$ cat config.mk
export PLATFORM = sky130hd
export DESIGN_NAME = tri_buf_ctrl
export DESIGN_NICKNAME = d
export VERILOG_FILES = /design/src/rtl/tri_buf_pkg.sv /design/src/rtl/tri_buf_ctrl_sel_next.sv /design/src/rtl/tri_buf_ctrl.sv
export SDC_FILE = /design/constraint.sdc
export NUM_CORES = 1
export LEC_CHECK = 0
export BUFFER_PORTS_ARGS = -buffer_cell sky130_fd_sc_hd__buf_4
export CORE_AREA = 2 2 39 41
export CTS_CLUSTER_SIZE = 24
export DETAILED_ROUTE_END_ITERATION = 16
export DIE_AREA = 0 0 41 43
export GPL_TIMING_DRIVEN = 0
export PLACE_DENSITY = 0.53
export REMOVE_ABC_BUFFERS = 1
export SLEW_MARGIN = 20
export SYNTH_ARGS = -nofsm -noshare
export SYNTH_HDL_FRONTEND = slang
export SYNTH_HIERARCHICAL = 1
export SYNTH_SLANG_ARGS = --single-unit
$ cat constraint.sdc
create_clock -name clk -period 3.9 [get_ports clk]
set_input_delay 0.585 -clock clk [delete_from_list [all_inputs] [get_ports clk]]
set_output_delay 0.585 -clock clk [all_outputs]
set_load 0.01 [all_outputs]
$ cat src/rtl/tri_buf_pkg.sv
// Shared definitions for the triple-buffer rotation controller: select codes,
// swap kinds and the three ownership-rotation mappings on the select code.
package tri_buf_pkg;

    // Select code = (A owner, B owner); D is whichever buffer is left over.
    localparam logic [2:0] SEL_XY = 3'd0;
    localparam logic [2:0] SEL_XZ = 3'd1;
    localparam logic [2:0] SEL_YX = 3'd2;
    localparam logic [2:0] SEL_YZ = 3'd3;
    localparam logic [2:0] SEL_ZX = 3'd4;
    localparam logic [2:0] SEL_ZY = 3'd5;

    // Kind of ownership change applied on a clock edge.
    typedef enum logic [1:0] {
        SWAP_NONE = 2'd0,
        SWAP_W    = 2'd1,
        SWAP_R    = 2'd2,
        SWAP_WR   = 2'd3
    } swap_e;

    // Writer swap: A and D exchange buffers, B keeps its buffer.
    function automatic logic [2:0] next_sel_w(input logic [2:0] sel);
        case (sel)
            SEL_XY:  return SEL_ZY;
            SEL_XZ:  return SEL_YZ;
            SEL_YX:  return SEL_ZX;
            SEL_YZ:  return SEL_XZ;
            SEL_ZX:  return SEL_YX;
            SEL_ZY:  return SEL_XY;
            default: return sel;
        endcase
    endfunction

    // Reader swap: B and D exchange buffers, A keeps its buffer.
    function automatic logic [2:0] next_sel_r(input logic [2:0] sel);
        case (sel)
            SEL_XY:  return SEL_XZ;
            SEL_XZ:  return SEL_XY;
            SEL_YX:  return SEL_YZ;
            SEL_YZ:  return SEL_YX;
            SEL_ZX:  return SEL_ZY;
            SEL_ZY:  return SEL_ZX;
            default: return sel;
        endcase
    endfunction

    // Combined: B takes A's buffer, A takes D's, D takes B's old buffer.
    function automatic logic [2:0] next_sel_wr(input logic [2:0] sel);
        case (sel)
            SEL_XY:  return SEL_ZX;
            SEL_XZ:  return SEL_YX;
            SEL_YX:  return SEL_ZY;
            SEL_YZ:  return SEL_XY;
            SEL_ZX:  return SEL_YZ;
            SEL_ZY:  return SEL_XZ;
            default: return sel;
        endcase
    endfunction

endpackage

$ cat src/rtl/tri_buf_ctrl_sel_next.sv
// tri_sel_next: combinational next-select lookup for a given swap kind.
// Illegal select codes pass through unchanged; the controller overrides them.
module tri_sel_next
    import tri_buf_pkg::*;
(
    input  logic [2:0] sel,
    input  swap_e      swap,
    output logic [2:0] sel_next
);

    // Pick the rotation mapping that matches the requested swap kind.
    always_comb begin
        sel_next = sel;
        case (swap)
            SWAP_W:  sel_next = next_sel_w(sel);
            SWAP_R:  sel_next = next_sel_r(sel);
            SWAP_WR: sel_next = next_sel_wr(sel);
            default: sel_next = sel;
        endcase
    end

endmodule

$ cat src/rtl/tri_buf_ctrl.sv
// tri_buf_ctrl: triple-buffer ownership rotation controller.
// Produces the 3-bit buffer select for the mux stage, the fresh-frame flag and
// one-cycle swap pulses. Optional dropped-frame counter: TRI_BUF_DROP_CNT_EN.
module tri_buf_ctrl
    import tri_buf_pkg::*;
#(
    parameter logic [2:0] SEL_RESET = 3'b000
`ifdef TRI_BUF_DROP_CNT_EN
    ,
    parameter int DROP_CNT_W = 16
`endif
) (
    input  logic       clk,
    input  logic       rst,
    input  logic       frame_done_a,
    input  logic       frame_done_b,
    input  logic       ready_c,
    input  logic       ready_t,
    output logic [2:0] select,
    output logic       fresh,
    output logic       swap_w,
    output logic       swap_r
`ifdef TRI_BUF_DROP_CNT_EN
    ,
    output logic [DROP_CNT_W-1:0] drop_cnt
`endif
);

    logic       pending_w;
    logic       pending_r;
    logic       pw;
    logic       pr;
    swap_e      swap_kind;
    logic [2:0] sel_rot;
    logic [2:0] select_n;
    logic       fresh_n;
    logic       swap_w_n;
    logic       swap_r_n;
    logic       pending_w_n;
    logic       pending_r_n;
    logic       drop_inc;

    tri_sel_next u_sel_next (
        .sel      (select),
        .swap     (swap_kind),
        .sel_next (sel_rot)
    );

    // Decide which event is served this cycle; combined beats writer beats reader.
    always_comb begin
        pw          = pending_w | frame_done_a;
        pr          = pending_r | frame_done_b;
        swap_kind   = SWAP_NONE;
        fresh_n     = fresh;
        swap_w_n    = 1'b0;
        swap_r_n    = 1'b0;
        pending_w_n = pw;
        pending_r_n = pr;
        drop_inc    = 1'b0;

        if (pw && pr && ready_c && ready_t) begin
            swap_kind   = SWAP_WR;
            fresh_n     = 1'b0;
            swap_w_n    = 1'b1;
            swap_r_n    = 1'b1;
            pending_w_n = 1'b0;
            pending_r_n = 1'b0;
        end else if (pw && ready_c) begin
            // An unread frame sitting in D is overwritten when fresh is already set.
            swap_kind   = SWAP_W;
            fresh_n     = 1'b1;
            swap_w_n    = 1'b1;
            pending_w_n = 1'b0;
            drop_inc    = fresh;
        end else if (pr && ready_t) begin
            // With nothing fresh in D the reader simply re-reads its own buffer.
            pending_r_n = 1'b0;
            if (fresh) begin
                swap_kind = SWAP_R;
                fresh_n   = 1'b0;
                swap_r_n  = 1'b1;
            end
        end

        // Codes 6/7 can only appear through upset; recover to the reset code.
        select_n = (select > SEL_ZY) ? SEL_RESET : sel_rot;
    end

    // Ownership state, pending events and swap pulses.
    always_ff @(posedge clk or posedge rst) begin
        if (rst) begin
            select    <= SEL_RESET;
            fresh     <= 1'b0;
            swap_w    <= 1'b0;
            swap_r    <= 1'b0;
            pending_w <= 1'b0;
            pending_r <= 1'b0;
        end else begin
            select    <= select_n;
            fresh     <= fresh_n;
            swap_w    <= swap_w_n;
            swap_r    <= swap_r_n;
            pending_w <= pending_w_n;
            pending_r <= pending_r_n;
        end
    end

`ifdef TRI_BUF_DROP_CNT_EN
    // Saturating count of frames overwritten before the reader picked them up.
    always_ff @(posedge clk or posedge rst) begin
        if (rst) begin
            drop_cnt <= '0;
        end else if (drop_inc && (drop_cnt != {DROP_CNT_W{1'b1}})) begin
            drop_cnt <= drop_cnt + 1'b1;
        end
    end
`else
    logic unused_drop;
    assign unused_drop = drop_inc;
`endif

endmodule

==> run metrics <==
CP peak stage delay=about 0.3 ns; clk_skew=0.00248 ns; area grow syn2layout=32.4%; Routed Antenna Nets=0; top cells by area, synth=dfrtp_1 (52%), a21oi_1 (6.5%), nor2_1 (5.8%); vias in the first global route=263; clock sink total=8; RD Place Congestion=just under 0.7; most frequent cells after synthesis=dfrtp_1 (8), nor2_1 (6), a21oi_1 (5), inv_1 (5); CP Max Fanout=8; Initial Util=27.9%; # diodes=0; drt wl/cell=9.81 um; Final HPWL DP=522 um; Tot Pwr=0.313 mW; Mapped Cells=40; Post-synth EDFFs=0; post-synthesis register bit count=8; CTS buffer count=3; Seq/Total Area, Yosys=51.8%; Final min period=1.58 ns; Root Buffer=clkbuf_4; largest net degree at the start of global routing=10; mapped cell area=roughly 390 um2; initial antenna violation count=0; Worst path slowest cell=a311oi_2; Pins Over Slew Limit=0; top-level port count=12; top-count cell post-synth=dfrtp_1; DR iter-0 viols=2; first-pass GRT wire length=between 1 and 1.5 mm; Worst EP arrival=1.73 ns; Highest Clock Rate=631 MHz; Max-Cap Viols=0; Top Family by Delay on Critical Path=compound AO/OA/AOI/OAI gates; fin crit share=40.6%; Yosys warning total=6; Clk Latency, worst-skew pair=about 0.25 ns; hold crit path type=in2async; H-Tree Depth=1; asr flop ratio synth=100%; nets@finish=between 60 and 70; post-DR vias/cell=4.54; RSZ-0062 raised after global routing=no; Slew headroom=72.4%; First-pass DRT Iterations=2; final WL=687 um; Residual DRC=0; placed cell area=489 um2; Worst Tran Pin Value=about 0.41 ns; DIE AREA=1760 um2; Worst Path Required=approximately 4.0 ns; CTS tree=done; type of the worst setup path=in2reg; CTS hold repair buffers=0; CTS resizes=0; port bufs=11; Sum Neg Setup Slack=0 ns; static leakage power=0.248 nW; pwr/cell area=611 nW/um2; CP startpoint kind=input port; post-synth top area cell=dfrtp_1; total core area=1380 um2; Final Hold Fails=0; gr usage total=9.39%; run status=completed; Final setup viols=0; row cnt=14; setup bufs post-CTS=0; dominant synthesized flop cell=dfrtp_1; Die H=approximately 43 um; cell breakdown of the critical path=buf_4 > o21ai_2 > inv_1 > nand2b_1 > a311oi_2 > a221oi_2 > and2_1; GRT Residual Overflow=0; Worst setup EP type=flip-flop; share of cells above drive strength 1=a little over a third; clock tree buffer depth=2; Synth top area share=51.8%; Netlist cell types=14; chip width=between 40 and 50 um; Clock transition at path regs=0.05 ns; detailed-route via count=approximately 320; design area=512 um2; maximum vdd drop=around 270 uV; syn_area_per_cell=9.67 um2; WP buf/inv=2
## cells in the final DEF, fill, tap and decap left out
master     n
a21boi_2   1
a21oi_1    5
a221oi_2   1
a311oi_2   1
a31oi_1    1
and2_1     3
and2b_1    1
buf_4     11
clkbuf_4   3
dfrtp_1    8
inv_1      5
nand2_1    3
nand2b_1   2
nor2_1     6
o21ai_0    1
o21ai_2    2
## metal layers
layer  track usage, %  up-vias  wire length (um)  share of wire [%]
met3             9.42        2                68                9.9
met5                0        -                 0                  0
met2             12.2       10               302                 44
met1             9.84      143               311                 45
li1                 -      163                 -                  -
met4             4.00        0                 4               0.58
## final timing paths
kind                                  endpoint  slack, ns                start  cells past startpoint
setup / recovery           select[0]$_DFF_PP0_       2.32         frame_done_a                      7
hold / removal                swap_w$_DFF_PP0_       0.28                  rst                      2
setup reg to reg           select[0]$_DFF_PP0_       2.39  pending_w$_DFF_PP0_                      6
hold reg to reg            pending_r$_DFF_PP0_       0.51  pending_r$_DFF_PP0_                      2
max in group asynchronous  pending_r$_DFF_PP0_       3.39                  rst                      2
min in group clk           pending_w$_DFF_PP0_       0.49              ready_c                      2
## layout make-up
class	count	area [um2]
clock buffer	3	22.5
tap	16	20.0
multi-input combinational	27	168
inverter	5	18.8
sequential	8	200
fill	151	872
timing repair buffer	11	82.6
## flip-flops by register name, summed over array words and instances, names as in the netlist
register,flops
swap_r,1
pending_w,1
select,3
pending_r,1
fresh,1
swap_w,1
## report_power, final
group          total (mW)  internal, mW  switching (mW)
Combinational       0.118        0.0629          0.0553
Sequential          0.132         0.103          0.0293
Clock              0.0622        0.0351          0.0270
Total               0.313         0.201           0.112
## stage by stage
step	cells	hold WS, ns	utilization (%)	setup WS (ns)
floorplan	40	0.401	-	2.29
global placement	67	0.502	35.4	2.04
detailed placement	67	0.502	35.4	2.04
CTS	70	0.281	37.0	2.32
global route	70	0.288	37.0	2.25
finish	70	0.279	37.0	2.32
## worst register-to-register path: stages, from the launching register on
cell	delay [ns]
dfrtp_1	0.38
o21ai_2	0.17
inv_1	0.15
nand2b_1	0.19
a311oi_2	0.30
a221oi_2	0.05
and2_1	0.15
## cells by family (layout without fill, tap and decap cells)
family,after synthesis,in the layout,share of synthesized area (%)
buffers and inverters,5,19,4.85
DFF,8,8,51.8
AOI/OAI and AO/OA,12,12,24.6
and+or+nand+nor,15,15,18.8
No activity file was read; power rests on OpenSTA's default activity.
